`src/rtl/traffic_phase_monitor.sv`:
```
// Passive checker for the intersection lamp bundle: decodes lamps into phases 1..8,
// tracks phase order and dwell against the nominal plan, and raises sticky error flags.
module traffic_phase_monitor #(
    parameter int T_GREEN  = 40,
    parameter int T_YELLOW = 5,
    parameter int T_LEFT   = 20,
    parameter int TOL      = 1,
    parameter int CNT_W    = 8
) (
    input  logic             clk,
    input  logic             rst,
    input  logic [15:0]      lamps,
    input  logic             clr_err,
    output logic [3:0]       phase,
    output logic             locked,
    output logic [CNT_W-1:0] dwell,
    output logic             cycle_done,
    output logic [15:0]      cycle_cnt,
    output logic             err_conflict,
    output logic             err_illegal,
    output logic             err_seq,
    output logic             err_dwell,
    output logic [7:0]       err_cnt
);

    typedef enum logic {SYNC, TRACK} state_t;

    localparam logic [CNT_W-1:0] TG  = CNT_W'(T_GREEN);
    localparam logic [CNT_W-1:0] TY  = CNT_W'(T_YELLOW);
    localparam logic [CNT_W-1:0] TL  = CNT_W'(T_LEFT);
    localparam logic [CNT_W-1:0] TOV = CNT_W'(TOL);

    state_t           state_q;
    logic [3:0]       phase_q;
    logic             locked_q;
    logic [CNT_W-1:0] dwell_q;
    logic             cycle_done_q;
    logic [15:0]      cycle_cnt_q;
    logic             err_conflict_q, err_illegal_q, err_seq_q, err_dwell_q;
    logic [7:0]       err_cnt_q;
    logic [2:0]       prev_cls_q;

    logic [3:0] ns, sn, ew, we;
    logic       conflict, illegal;
    logic [2:0] cls;
    logic [3:0] nxt_phase;
    logic [CNT_W-1:0] t_nom;
    logic       ev_conf_d, ev_ill_d, ev_seq_d, ev_dw_d, stay_d, adv_d, lock_d;
    logic       any_err;

    // Group encoding is {g, y, r, lt}; r+lt is the only legal multi-lamp combination.
    function automatic logic grp_bad(input logic [3:0] g);
        return (g[3] & g[2]) | (g[3] & g[1]) | (g[2] & g[1]);
    endfunction

    function automatic logic grp_go(input logic [3:0] g);
        return g[3] | g[2] | g[0];
    endfunction

    // P2/P8 and P4/P6 share a lamp pattern, so they map to one class code.
    function automatic logic [2:0] phase_cls(input logic [3:0] p);
        case (p)
            4'd8:    return 3'd2;
            4'd6:    return 3'd4;
            default: return p[2:0];
        endcase
    endfunction

    function automatic logic [CNT_W-1:0] nominal(input logic [3:0] p);
        case (p)
            4'd1, 4'd5: return TG;
            4'd3, 4'd7: return TL;
            default:    return TY;
        endcase
    endfunction

    function automatic logic [7:0] sat_inc(input logic [7:0] v);
        return (v == 8'hFF) ? v : v + 8'd1;
    endfunction

    assign ns = lamps[15:12];
    assign sn = lamps[11:8];
    assign ew = lamps[7:4];
    assign we = lamps[3:0];

    assign conflict = grp_bad(ns) | grp_bad(sn) | grp_bad(ew) | grp_bad(we) |
                      ((grp_go(ns) | grp_go(sn)) & (grp_go(ew) | grp_go(we)));

    always_comb begin
        cls = 3'd0;
        if (ns == sn && ew == we) begin
            case ({ns, ew})
                8'b1000_0010: cls = 3'd1;
                8'b0100_0010: cls = 3'd2;
                8'b0010_0011: cls = 3'd3;
                8'b0010_0100: cls = 3'd4;
                8'b0010_1000: cls = 3'd5;
                8'b0011_0010: cls = 3'd7;
                default:      cls = 3'd0;
            endcase
        end
    end

    assign illegal   = !conflict && (cls == 3'd0);
    assign nxt_phase = (phase_q == 4'd8) ? 4'd1 : phase_q + 4'd1;
    assign t_nom     = nominal(phase_q);

    // Checks in priority order: conflict > illegal > seq > dwell.
    always_comb begin
        ev_conf_d = 1'b0;
        ev_ill_d  = 1'b0;
        ev_seq_d  = 1'b0;
        ev_dw_d   = 1'b0;
        stay_d    = 1'b0;
        adv_d     = 1'b0;
        lock_d    = 1'b0;
        if (state_q == SYNC) begin
            ev_conf_d = conflict;
            lock_d    = (cls == 3'd1) && (prev_cls_q != 3'd1);
        end else if (conflict) begin
            ev_conf_d = 1'b1;
        end else if (illegal) begin
            ev_ill_d = 1'b1;
        end else if (cls == phase_cls(phase_q)) begin
            if (dwell_q >= t_nom + TOV) ev_dw_d = 1'b1;
            else                        stay_d  = 1'b1;
        end else if (cls == phase_cls(nxt_phase)) begin
            if (dwell_q >= t_nom - TOV) adv_d   = 1'b1;
            else                        ev_dw_d = 1'b1;
        end else begin
            ev_seq_d = 1'b1;
        end
    end

    assign any_err = ev_conf_d | ev_ill_d | ev_seq_d | ev_dw_d;

    always_ff @(posedge clk) begin
        if (rst) begin
            state_q        <= SYNC;
            phase_q        <= 4'd0;
            locked_q       <= 1'b0;
            dwell_q        <= '0;
            cycle_done_q   <= 1'b0;
            cycle_cnt_q    <= 16'd0;
            err_conflict_q <= 1'b0;
            err_illegal_q  <= 1'b0;
            err_seq_q      <= 1'b0;
            err_dwell_q    <= 1'b0;
            err_cnt_q      <= 8'd0;
            prev_cls_q     <= 3'd0;
        end else begin
            prev_cls_q     <= cls;
            cycle_done_q   <= 1'b0;
            err_conflict_q <= (err_conflict_q & ~clr_err) | ev_conf_d;
            err_illegal_q  <= (err_illegal_q & ~clr_err) | ev_ill_d;
            err_seq_q      <= (err_seq_q & ~clr_err) | ev_seq_d;
            err_dwell_q    <= (err_dwell_q & ~clr_err) | ev_dw_d;
            if (any_err) err_cnt_q <= sat_inc(err_cnt_q);
            if (any_err) begin
                state_q  <= SYNC;
                phase_q  <= 4'd0;
                locked_q <= 1'b0;
                dwell_q  <= '0;
            end else if (lock_d) begin
                state_q  <= TRACK;
                phase_q  <= 4'd1;
                locked_q <= 1'b1;
                dwell_q  <= CNT_W'(1);
            end else if (stay_d) begin
                dwell_q <= dwell_q + CNT_W'(1);
            end else if (adv_d) begin
                phase_q <= nxt_phase;
                dwell_q <= CNT_W'(1);
                if (phase_q == 4'd8) begin
                    cycle_done_q <= 1'b1;
                    cycle_cnt_q  <= cycle_cnt_q + 16'd1;
                end
            end
        end
    end

    assign phase        = phase_q;
    assign locked       = locked_q;
    assign dwell        = dwell_q;
    assign cycle_done   = cycle_done_q;
    assign cycle_cnt    = cycle_cnt_q;
    assign err_conflict = err_conflict_q;
    assign err_illegal  = err_illegal_q;
    assign err_seq      = err_seq_q;
    assign err_dwell    = err_dwell_q;
    assign err_cnt      = err_cnt_q;

endmodule

```
`config.mk`:
```
export PLATFORM = sky130hd
export DESIGN_NAME = traffic_phase_monitor
export DESIGN_NICKNAME = d
export VERILOG_FILES = /design/src/rtl/traffic_phase_monitor.sv
export SDC_FILE = /design/constraint.sdc
export NUM_CORES = 1
export LEC_CHECK = 0
export BUFFER_PORTS_ARGS = -buffer_cell sky130_fd_sc_hd__clkbuf_2
export CAP_MARGIN = 0
export CORE_ASPECT_RATIO = 1.2
export CORE_MARGIN = 3
export CORE_UTILIZATION = 53
export DETAILED_ROUTE_END_ITERATION = 12
export PLACE_DENSITY = 0.77
export SLEW_MARGIN = 20
export SYNTH_ARGS = -nofsm -noshare
export SYNTH_HDL_FRONTEND = slang
export SYNTH_SLANG_ARGS = --single-unit
```
`constraint.sdc`:
```
create_clock -name clk -period 4.2 [get_ports clk]
set_input_delay 0.42 -clock clk [delete_from_list [all_inputs] [get_ports clk]]
set_output_delay 0.42 -clock clk [all_outputs]
set_load 0.01 [all_outputs]
```
### Yosys cells after proc, flatten, opt, wreduce, memory -nomap -nowiden

Cells that the tools add are included.

* muxes and demuxes: 49
* bitwise gates (word level): 52
* equal/unequal tests: 22
* reductions and logical operators: 17
* $add $sub $neg: 6
* order comparisons: 2

Operators by type and width (count)
* $mux 1: 34
* $eq 8x6->1 const B: 4
* $or 1x1->1: 29
* $add 8x1->8 const B: 3
* $mux 3: 8
* $pmux 3 s6: 1
* $and 1x1->1: 17
* $add 16x1->16 const B: 1
* $eq 4x3->1 const B: 4
* $eq 8x8->1 const B: 2
* $ge 8x8->1: 2
* $mux 8: 2
* $pmux 3 s2: 2
* $pmux 6 s2: 1
* $eq 4x4->1: 2
* $eq 4x4->1 const B: 2
* $eq 8x7->1 const B: 1
* $sub 8x1->8 const B: 1
* $eq 3x3->1: 2
* $not 1->1: 6
* $reduce_and 2->1: 3
* $reduce_or 2->1: 3
* $reduce_and 5->1: 1
* $reduce_or 5->1: 1
* other kinds (13): 16

* bits in registers: 45
* logic and storage cells: 161
* output and inout port bits: 42

### Longest topological paths before layout

Gate-level depths: netlist of run 1.

* depth after elaboration: 27
* depth in mapped cells: 16

### Worst setup path before layout of run 1

OpenSTA, ideal clock, no wires.

* path kind: register -> register
* start: register phase_q[1] (netlist: phase[1])
* end: register dwell_q[7] (netlist: dwell[7])
* stages on the path, launching flop included: 17
* library setup time: 0.072 ns
* clock period less this slack: 3.318 ns
* buffers on the path: 1
* arrival: 3.245 ns
* data required time: 4.128 ns
* path slack: 0.882 ns
* cells stage by stage: dfxtp_1 > ha_1 > inv_1 > nor2_1 > inv_1 > nand2_1 > ha_1 > inv_1 > a21oi_1 > o21bai_1 > a211oi_1 > o21a_1 > or4_4 > a311o_1 > nand2b_1 > buf_6 > nor3b_2

* cells in the longest elaborated chain, start to end: 17
* elaborated cells between the ends (all ways): 56

Ends and longest elaborated chain
* from (decl): RTL line 34 `logic [3:0] phase_q;`
* from (signal assigned): RTL line 172 `phase_q <= nxt_phase;`
* branches (longest 17 deep; another with $sub 8x1->8)
* to (signal assigned): RTL line 170 `dwell_q <= dwell_q + CNT_W'(1);`
* to (decl): RTL line 36 `logic [CNT_W-1:0] dwell_q;`

Several ways; the timed one is not identified. The select of a mux whose other input is x is not followed.
A chain may end at the register's enable or synchronous reset.

### Final worst setup path of run 1

Same ends and word-level chain as after synthesis.

==> flow_metrics.py, run 1 <==
metrics = {
    "sta": {
        "fmax_mhz": 264.7,
        "finalCritPeriodShare": 0.8994,
        "setup_tns_ns": 0,
        "hold_viol_final": 0,
        "slew_headroom": 0.5699,
        "rsz0062_at_grt": "no",
        "skew_ns": 0.007095,
        "fin_crit_ns": 3.777,
        "drv_slew": 0,
        "setup_violations": 0,
        "worstMarginPinSlew_ns": 0.6452,
    },
    "yosys": {
        "synth-seq-cells": 45,
        "yosys.area.top_type": "dfxtp_1",
        "synth.cell_area_um2": 3055,
        "synth_edf_count": 0,
        "async_flop_share": 0,
        "yosys_warnings": 0,
        "synth_common_cells": "45 x dfxtp_1, 39 x a21oi_1, 36 x nand2_1",
        "syn_nets": 416,
        "synth.most_common_cell": "dfxtp_1",
        "yosys-top-cells-area": "dfxtp_1 29%, ha_1 7.0%, a21oi_1 6.4%",
        "postSynthAreaPerCell_um2": 8.041,
        "yosysTopAreaCellShare": 0.2948,
        "ys_seq_area_frac": 0.2948,
        "synthFlopType": "dfxtp_1",
        "yosysUniqueCellTypes": 58,
        "synthCells": 380,
    },
    "place": {
        "hpwl_um": 5389,
        "gp_congestion": 0.8593,
        "io_buffer_count": 60,
        "dpl-instance-area_um2": 3364,
    },
    "clock_tree": {
        "clockBufferDepth": 2,
        "path_clk_slew_ns": 0.09,
        "cts_tree": "done",
        "numCtsBuffers": 5,
        "insertion_delay_ns": 0.30,
        "clock_sinks": 45,
        "cts_max_level": 2,
        "cts_root_buf": "clkbuf_8",
    },
    "flow_run": {
        "cap_violations": 0,
    },
    "power": {
        "p_comb_frac": 0.072,
        "p_switching_mw": 0.1967,
        "switching_share": 0.2336,
        "clockPowerShare": 0.415,
        "p_leak_nw": 1.361,
        "cellPowerDensity_nw_per_um2": 240.1,
        "p_seq_frac": 0.513,
        "intPower_mw": 0.6455,
        "vdd_drop_max_uv": 138.3,
    },
    "die": {
        "core_area_um2": 5443,
        "dieWidth_um": 75.31,
        "start_util": 0.5614,
        "io_pins": 61,
        "die_area_um2": 6716,
        "fp.dieH_um": 89.18,
        "rows": 29,
    },
    "critical_path": {
        "r2r_slack_ns": 0.42,
        "crit_fanout": 10,
        "worst_setup_path_start_kind": "register",
        "r2r_start": "phase[1]$_SDFFE_PP0P_",
        "cp.arrival_ns": 4.00,
        "crit_required_ns": 4.43,
        "cp-end-kind": "register",
        "cp-startpoint": "phase[1]$_SDFFE_PP0P_",
        "path_class": "reg2reg",
    },
    "min_path": {
        "hold_path.startpoint": "clr_err",
        "hold_class": "in2reg",
    },
    "finish": {
        "num_antenna_cells": 0,
        "num-fill-cells": 483,
        "drive_above_1_share": 0.2133,
        "nNetsFinal": 471,
        "syn_to_final_growth_pct": 14.78,
        "final_cell_area_um2": 3507,
        "postLayoutCoreUtil": 0.6444,
        "register_area_um2": 900.9,
        "multi_input_area_um2": 1999,
    },
    "grt": {
        "track_usage": 0.2197,
        "overflow": 0,
        "antenna_found_initial": 0,
        "grt_start_max_net_pins": 33,
        "grt_pass1_vias": 2607,
        "grt_pass1_wl_um": 11720,
    },
    "route": {
        "drc": 0,
        "first_iter_violations": 149,
        "drtAntennaViolNets": 0,
        "via_per_inst": 5.988,
        "dr.pass1.iters": 4,
        "wl_um": 7254,
        "route.vias.total": 2982,
        "wire_per_inst_um": 14.57,
    },
    "status": {
        "status": "finished clean",
    },
}
-- cell type report --
type | instances | share of cell area
clock buffers | 6 | 0.02355
clock inverters | 2 | 0.01070
inverters | 15 | 0.01605
multi-input cells | 301 | 0.5701
flip-flops and latches | 45 | 0.2569
well taps | 62 | 0.02212
repair buffers | 67 | 0.1006
-- final timing paths --
kind / depth (start not counted) / to
setup reg to reg: 15 / dwell[7]$_SDFFE_PP0P_
hold reg to reg: 2 / err_conflict$_SDFF_PP0_
hold / removal: 4 / err_illegal$_SDFF_PP0_
setup / recovery: 15 / dwell[7]$_SDFFE_PP0P_
-- power groups by stage --
| stage | sequential (mW) | clock, mW | combinational [mW] |
|---|---|---|---|
| final | 0.432 | 0.350 | 0.0603 |
| after global routing | 0.433 | 0.370 | 0.0659 |
| after CTS | 0.432 | 0.353 | 0.0606 |
| after detailed placement | 0.442 | 0 | 0.0604 |
| after global placement | 0.442 | 0 | 0.0589 |
| after floorplan | 0.443 | 0 | 0.0404 |
-- critical path, cell delays in order (launching register included) --
cell and delay, ns:
dfxtp_1 0.52, ha_1 0.27, inv_1 0.08, nor2_1 0.24
inv_1 0.11, nand2_1 0.12, ha_1 0.26, inv_1 0.06
a21oi_1 0.05, o21bai_1 0.12, a211oi_1 0.09, o21a_1 0.23
or4_4 0.53, a311o_1 0.42, nand2b_1 0.37, nor3b_2 0.24
-- logic make-up (layout without fill, tap and decap cells) --
kind of cell,count (synthesis),count (layout),share of synthesized area
simple gates,155,155,0.2961
compound gates,111,111,0.2355
flops,45,45,0.2948
buf+inv,34,90,0.05078
fa+ha+maj,17,17,0.06961
xor+xnor,14,14,0.04013
mux,4,4,0.01310
-- cell usage in the layout, fill, tap and decap left out, types with 7 or more instances in the layout --
cell type	count
clkbuf_2	60
dfxtp_1	45
a21oi_1	39
nand2_1	36
o21ai_0	27
nor2_1	25
nand3_1	17
ha_1	17
inv_1	15
or3_1	15
xor2_1	12
nor3_1	8
buf_4	7
-- registers in the layout (all words and copies together), names as in the netlist, 3 cells and up --
register,count
cycle_cnt,16
dwell,8
err_cnt,8
phase,4
prev_cls_q,3
-- stage by stage --
step	std cells	setup slack (ns)	power [mW]	hold slack [ns]
2_1_floorplan	380	0.8823	0.4837	0.4875
3_3_place_gp	487	0.6194	0.5012	0.4580
3_5_place_dp	487	0.4567	0.5027	0.4654
4_1_cts	495	0.4357	0.8462	0.4330
5_1_grt	498	0.04012	0.8693	0.4617
6_report	498	0.4225	0.8421	0.4287
-- timing repair --
action	4_1_cts	5_1_grt
endpoints found under the setup margin	0	5
setup buffers	0	3
gates resized for setup	0	0
hold buffers	0	0
-- per-layer routing --
layer  part of all wire  routed length, um  track usage
met3              0.044                320      0.04499
met5                  0                  0            0
met2               0.49               3535       0.3700
met4              0.016                119      0.06041
met1               0.45               3279       0.2825
Note: power is estimated with default switching activity, not from simulation.
==> run 2, diff against run 1 <==
--- a/config.mk
+++ b/config.mk
@@ -8,10 +8,11 @@
 export BUFFER_PORTS_ARGS = -buffer_cell sky130_fd_sc_hd__clkbuf_2
 export CAP_MARGIN = 0
 export CORE_ASPECT_RATIO = 1.2
-export CORE_MARGIN = 3
+export CORE_MARGIN = 2
 export CORE_UTILIZATION = 53
 export DETAILED_ROUTE_END_ITERATION = 12
 export PLACE_DENSITY = 0.77
+export REMOVE_ABC_BUFFERS = 1
 export SLEW_MARGIN = 20
 export SYNTH_ARGS = -nofsm -noshare
 export SYNTH_HDL_FRONTEND = slang
==> flow_metrics.py, run 2 (synthesis gave the netlist of run 1 again) <==
metrics = {
    "min_path": {
        "hold_class": "in2reg",
        "holdPathStages": 4,
        "hold_path.startpoint": "clr_err",
    },
    "die": {
        "start_util": 0.5427,
        "fp.dieH_um": 87.18,
        "dieWidth_um": 73.31,
        "io_pins": 61,
        "die_area_um2": 6391,
        "core_area_um2": 5630,
        "rows": 30,
    },
    "route": {
        "dr.pass1.iters": 4,
        "wire_per_inst_um": 14.54,
        "first_iter_violations": 89,
        "drtAntennaViolNets": 0,
        "route.vias.total": 2957,
        "wl_um": 7211,
        "via_per_inst": 5.962,
        "drc": 0,
    },
    "critical_path": {
        "r2r_start": "phase[1]$_SDFFE_PP0P_",
        "path_cells": "ha_1 > inv_1 > nor2_1 > inv_1 > nand2_1 > ha_1 > inv_1 > a21oi_1 > o21bai_1 > a211oi_1 > o21a_1 > nor3_2 > nand4_1 > or3_1 > a21oi_1",
        "crit_buf_inv": 3,
        "r2r_slack_ns": 0.40,
        "cp-startpoint": "phase[1]$_SDFFE_PP0P_",
        "crit_slowest_cell": "dfxtp_1",
        "slowest_delay_ns": 0.49,
        "r2r-end": "cycle_cnt[14]$_SDFFE_PP0P_",
        "cp_top_family": "simple AND/OR/NAND/NOR gates",
        "crit_required_ns": 4.43,
        "cp-end-kind": "register",
        "crit_fanout": 13,
        "path_common_cell": "inv_1",
        "cp.arrival_ns": 4.03,
        "cp_num_cells": 15,
        "worst_setup_path_start_kind": "register",
        "worst-r2r-cell-count": 15,
        "crit_end": "cycle_cnt[14]$_SDFFE_PP0P_",
        "path_class": "reg2reg",
    },
    "clock_tree": {
        "cts_setup_buffers": 0,
        "cts_max_level": 2,
        "insertion_delay_ns": 0.30,
        "cts_root_buf": "clkbuf_8",
        "cts_hold_buf": 0,
        "clock_sinks": 45,
        "cts_tree": "done",
        "ctsResizeCount": 0,
        "path_clk_slew_ns": 0.09,
        "clockBufferDepth": 2,
        "numCtsBuffers": 5,
    },
    "power": {
        "cellPowerDensity_nw_per_um2": 223.5,
        "vdd_drop_max_uv": 200.2,
        "total_power_mw": 0.7708,
        "p_leak_nw": 1.332,
    },
    "place": {
        "gp_congestion": 0.7804,
        "place_inst": 488,
        "io_buffer_count": 60,
        "hpwl_um": 5385,
        "dpl-instance-area_um2": 3359,
    },
    "sta": {
        "fmax_mhz": 263.1,
        "hold_viol_final": 0,
        "slew_headroom": 0.5611,
        "skew_ns": 0.006794,
        "setup_violations": 0,
        "setup_tns_ns": 0,
        "fin_crit_ns": 3.801,
        "rsz0062_at_grt": "no",
        "worstMarginPinSlew_ns": 0.6583,
        "drv_slew": 0,
        "finalCritPeriodShare": 0.9050,
    },
    "status": {
        "status": "finished clean",
    },
    "grt": {
        "antenna_found_initial": 0,
        "overflow": 0,
        "grt_pass1_vias": 2632,
        "grt_pass1_wl_um": 11630,
        "track_usage": 0.2249,
        "grt_start_max_net_pins": 33,
    },
    "finish": {
        "nNetsFinal": 467,
        "num_antenna_cells": 0,
        "fin_cells": 496,
        "syn_to_final_growth_pct": 12.90,
        "largest_reg_flops": 16,
        "most-common-layout-cells": "60 x clkbuf_2, 45 x dfxtp_1, 39 x a21oi_1",
        "postLayoutCoreUtil": 0.6127,
        "final_cell_area_um2": 3450,
        "final_common_cell": "clkbuf_2",
        "drive_above_1_share": 0.2060,
    },
    "flow_run": {
        "cap_violations": 0,
    },
}
==> run 2: cell types whose count changed in the layout (fill, tap and decap cells not counted) <==
cell,before,now
buf_4,7,3
bufinv_16,1,0
clkbuf_8,6,5
clkinv_2,0,1
inv_6,0,1
==> run 2: final cells by class <==
cell class | instances | area [um2]
Clock buffer | 5 | 68.82
Multi-Input combinational cell | 301 | 1999
Sequential cell | 45 | 900.9
Inverter | 15 | 56.30
Timing Repair Buffer | 63 | 322.8
Clock inverter | 3 | 21.27
Fill cell | 520 | 2181
Tap cell | 64 | 80.08
==> run 2: per-stage QoR <==
| step | hold WS (ns) | worst slack (ns) |
|---|---|---|
| global placement | 0.4597 | 0.5992 |
| CTS | 0.4312 | 0.4263 |
| global route | 0.4588 | 0.03503 |
| floorplan | 0.4814 | 0.7918 |
| detailed placement | 0.4664 | 0.4465 |
| finish | 0.4298 | 0.3990 |
==> run 2: metal layers <==
| metal | routed length [um] | GRT usage |
|---|---|---|
| met1 | 3247 | 0.2719 |
| met2 | 3636 | 0.4079 |
| met3 | 261 | 0.03819 |
| met4 | 65 | 0.05785 |
| met5 | 0 | 0 |
==> run 2: worst min path at each step <==
stage / slack [ns] / end
2_1_floorplan: 0.48 / err_conflict$_SDFF_PP0_
3_3_place_gp: 0.46 / err_conflict$_SDFF_PP0_
3_5_place_dp: 0.47 / err_illegal$_SDFF_PP0_
4_1_cts: 0.43 / err_illegal$_SDFF_PP0_
5_1_grt: 0.46 / err_conflict$_SDFF_PP0_
6_report: 0.43 / err_illegal$_SDFF_PP0_
==> run 2: power by group <==
group | leakage [nW] | internal (mW) | switching, mW | total, mW
clock network | 0.0445 | 0.118 | 0.158 | 0.277
registers | 0.363 | 0.429 | 0.00321 | 0.432
logic | 0.924 | 0.0229 | 0.0390 | 0.0619
total | 1.33 | 0.570 | 0.200 | 0.771
==> run 2: tightest hold or removal path: stages <==
cell      delay [ns]
clkbuf_2        0.08
inv_1           0.07
nand2_1         0.07
a21oi_1         0.05
==> run 3, diff against run 2 <==
--- a/config.mk
+++ b/config.mk
@@ -9,9 +9,9 @@
 export CAP_MARGIN = 0
 export CORE_ASPECT_RATIO = 1.2
 export CORE_MARGIN = 2
-export CORE_UTILIZATION = 53
+export CORE_UTILIZATION = 50
 export DETAILED_ROUTE_END_ITERATION = 12
-export PLACE_DENSITY = 0.77
+export PLACE_DENSITY = 0.76
 export REMOVE_ABC_BUFFERS = 1
 export SLEW_MARGIN = 20
 export SYNTH_ARGS = -nofsm -noshare
==> constraint.sdc (replaced) <==
create_clock -name clk -period 3.1 [get_ports clk]
set_input_delay 0.31 -clock clk [delete_from_list [all_inputs] [get_ports clk]]
set_output_delay 0.31 -clock clk [all_outputs]
set_load 0.01 [all_outputs]
==> flow_metrics.py, run 3 (synthesis gave the netlist of run 1 again) <==
metrics = {
    "critical_path": {
        "path_cells": "buf_4 > inv_1 > ha_4 > nor2b_1 > o21a_1 > o2111a_1 > o211ai_2 > a31oi_4 > or4_4 > buf_6 > a22oi_2 > buf_6 > mux2i_1 > nor2_1",
        "r2r_slack_ns": -0.007,
        "path_class": "reg2reg",
        "crit_fanout": 6,
        "cp-end-kind": "register",
        "cp_top_family": "compound AO/OA/AOI/OAI gates",
        "r2r-end": "err_cnt[1]$_SDFFE_PP0P_",
        "r2r_start": "phase[0]$_SDFFE_PP0P_",
        "crit_required_ns": 3.28,
        "slowest_delay_ns": 0.53,
        "crit_slowest_cell": "or4_4",
        "worst_setup_path_start_kind": "register",
        "worst-r2r-cell-count": 14,
        "crit_buf_inv": 4,
        "cp.arrival_ns": 3.28,
        "path_common_cell": "buf_6",
    },
    "clock_tree": {
        "insertion_delay_ns": 0.31,
        "clockBufferDepth": 2,
        "numCtsBuffers": 5,
        "clock_sinks": 45,
        "cts_hold_buf": 0,
        "cts_root_buf": "clkbuf_8",
        "cts_max_level": 2,
        "path_clk_slew_ns": 0.09,
        "cts_tree": "done",
    },
    "sta": {
        "drv_slew": 0,
        "rsz0062_at_grt": "yes",
        "skew_ns": 0.007577,
        "fin_crit_ns": 3.107,
        "fin_hold_ws_ns": 0.3313,
        "worstMarginPinSlew_ns": 0.6563,
        "setup_violations": 1,
        "final.setup.worst_slack_ns": -0.006675,
        "hold_viol_final": 0,
        "fmax_mhz": 321.9,
        "finalCritPeriodShare": 1.002,
        "slew_headroom": 0.5624,
    },
    "die": {
        "fp.dieH_um": 89.63,
        "io_pins": 61,
        "core_area_um2": 5973,
        "start_util": 0.5115,
        "dieWidth_um": 75.36,
        "rows": 31,
        "die_area_um2": 6755,
    },
    "place": {
        "hpwl_um": 6081,
        "io_buffer_count": 60,
        "gp_congestion": 0.8060,
        "dpl-instance-area_um2": 3710,
    },
    "power": {
        "cellPowerDensity_nw_per_um2": 258.6,
        "clockPowerShare": 0.354,
        "p_comb_frac": 0.092,
        "p_seq_frac": 0.554,
        "p_leak_nw": 1.622,
        "intPower_mw": 0.7800,
        "p_switching_mw": 0.2749,
        "vdd_drop_max_uv": 259.8,
        "total_power_mw": 1.055,
        "switching_share": 0.2606,
    },
    "grt": {
        "antenna_found_initial": 0,
        "track_usage": 0.2376,
        "grt_pass1_wl_um": 12630,
        "grt_start_max_net_pins": 33,
        "grt_pass1_vias": 2946,
        "overflow": 0,
    },
    "finish": {
        "postLayoutCoreUtil": 0.6831,
        "final_cell_area_um2": 4080,
        "nNetsFinal": 516,
        "largest_reg_flops": 16,
        "final_common_cell": "clkbuf_2",
        "syn_to_final_growth_pct": 33.54,
        "drive_above_1_share": 0.3617,
        "num_antenna_cells": 0,
        "most-common-layout-cells": "60 x clkbuf_2, 43 x dfxtp_1, 43 x buf_4",
    },
    "route": {
        "via_per_inst": 5.812,
        "first_iter_violations": 184,
        "drc": 0,
        "dr.pass1.iters": 4,
        "wire_per_inst_um": 15.23,
        "wl_um": 8573,
        "drtAntennaViolNets": 0,
        "route.vias.total": 3272,
    },
    "min_path": {
        "hold_end": "err_conflict$_SDFF_PP0_",
        "holdPathStages": 4,
        "hold_path.startpoint": "clr_err",
        "hold_class": "in2reg",
    },
    "flow_run": {
        "cap_violations": 0,
    },
    "status": {
        "status": "finished with violations",
        "violations": "setup timing",
    },
}
[run 3: worst max path at each step]
| stage | from | to | slack (ns) | depth (start not counted) |
|---|---|---|---|---|
| 6_report | phase[0]$_SDFFE_PP0P_ | err_cnt[1]$_SDFFE_PP0P_ | -0.007 | 14 |
| 4_1_cts | phase[0]$_SDFFE_PP0P_ | err_cnt[1]$_SDFFE_PP0P_ | 0.02 | 17 |
| 3_3_place_gp | lamps[12] | err_cnt[5]$_SDFFE_PP0P_ | 0.04 | 12 |
| 2_1_floorplan | phase[1]$_SDFFE_PP0P_ | cycle_cnt[11]$_SDFFE_PP0P_ | -0.31 | 15 |
| 5_1_grt | phase[1]$_SDFFE_PP0P_ | cycle_cnt[13]$_SDFFE_PP0P_ | -0.14 | 18 |
| 3_5_place_dp | phase[0]$_SDFFE_PP0P_ | err_cnt[1]$_SDFFE_PP0P_ | -0.05 | 17 |
[run 3: area by class of cell]
| cell class | instances | area [um2] |
|---|---|---|
| multi-input cells | 301 | 2196 |
| fillers | 507 | 1893 |
| flip-flops and latches | 45 | 908.4 |
| repair buffers | 112 | 723.2 |
| well taps | 82 | 102.6 |
| clock buffers | 5 | 68.82 |
| inverters | 15 | 58.81 |
| clock inverters | 3 | 22.52 |
[run 3: stage by stage]
| stage | cells | TNS, ns | setup slack (ns) |
|---|---|---|---|
| 4_1_cts | 557 | 0 | 0.01749 |
| 3_5_place_dp | 548 | -0.2682 | -0.05312 |
| 6_report | 563 | -0.006675 | -0.006675 |
| 3_3_place_gp | 548 | 0 | 0.03737 |
| 5_1_grt | 563 | -2.396 | -0.1393 |
| 2_1_floorplan | 361 | -6.348 | -0.3082 |
[run 3: what timing repair did]
item / CTS / global route
buffers inserted: 0 / 6
endpoints found under the setup margin: 26 / 35
gates cloned: 1 / 0
pin swaps: 2 / 26
gates resized for setup: 8 / 49
[run 3: per-layer routing]
metal	vias to the layer above	GRT usage	share of wire
met1	1557	0.2552	0.39
met3	24	0.03906	0.044
met5	-	0	0
met2	82	0.4545	0.54
li1	1609	-	-
met4	0	0.09091	0.028
[run 3: power groups by stage]
stage	clock network, mW	logic [mW]	registers, mW
after floorplan	0	0.0392	0.601
after global placement	0	0.0922	0.599
after detailed placement	0	0.0957	0.600
after CTS	0.385	0.0963	0.586
after global routing	0.409	0.106	0.585
final	0.373	0.0972	0.584
[run 3: worst register-to-register path: stages, from the launching register on]
cell	delay, ns
dfxtp_4	0.39
buf_4	0.12
inv_1	0.07
ha_4	0.16
nor2b_1	0.13
o21a_1	0.23
o2111a_1	0.27
o211ai_2	0.20
a31oi_4	0.13
or4_4	0.53
buf_6	0.13
a22oi_2	0.20
buf_6	0.16
mux2i_1	0.20
nor2_1	0.05
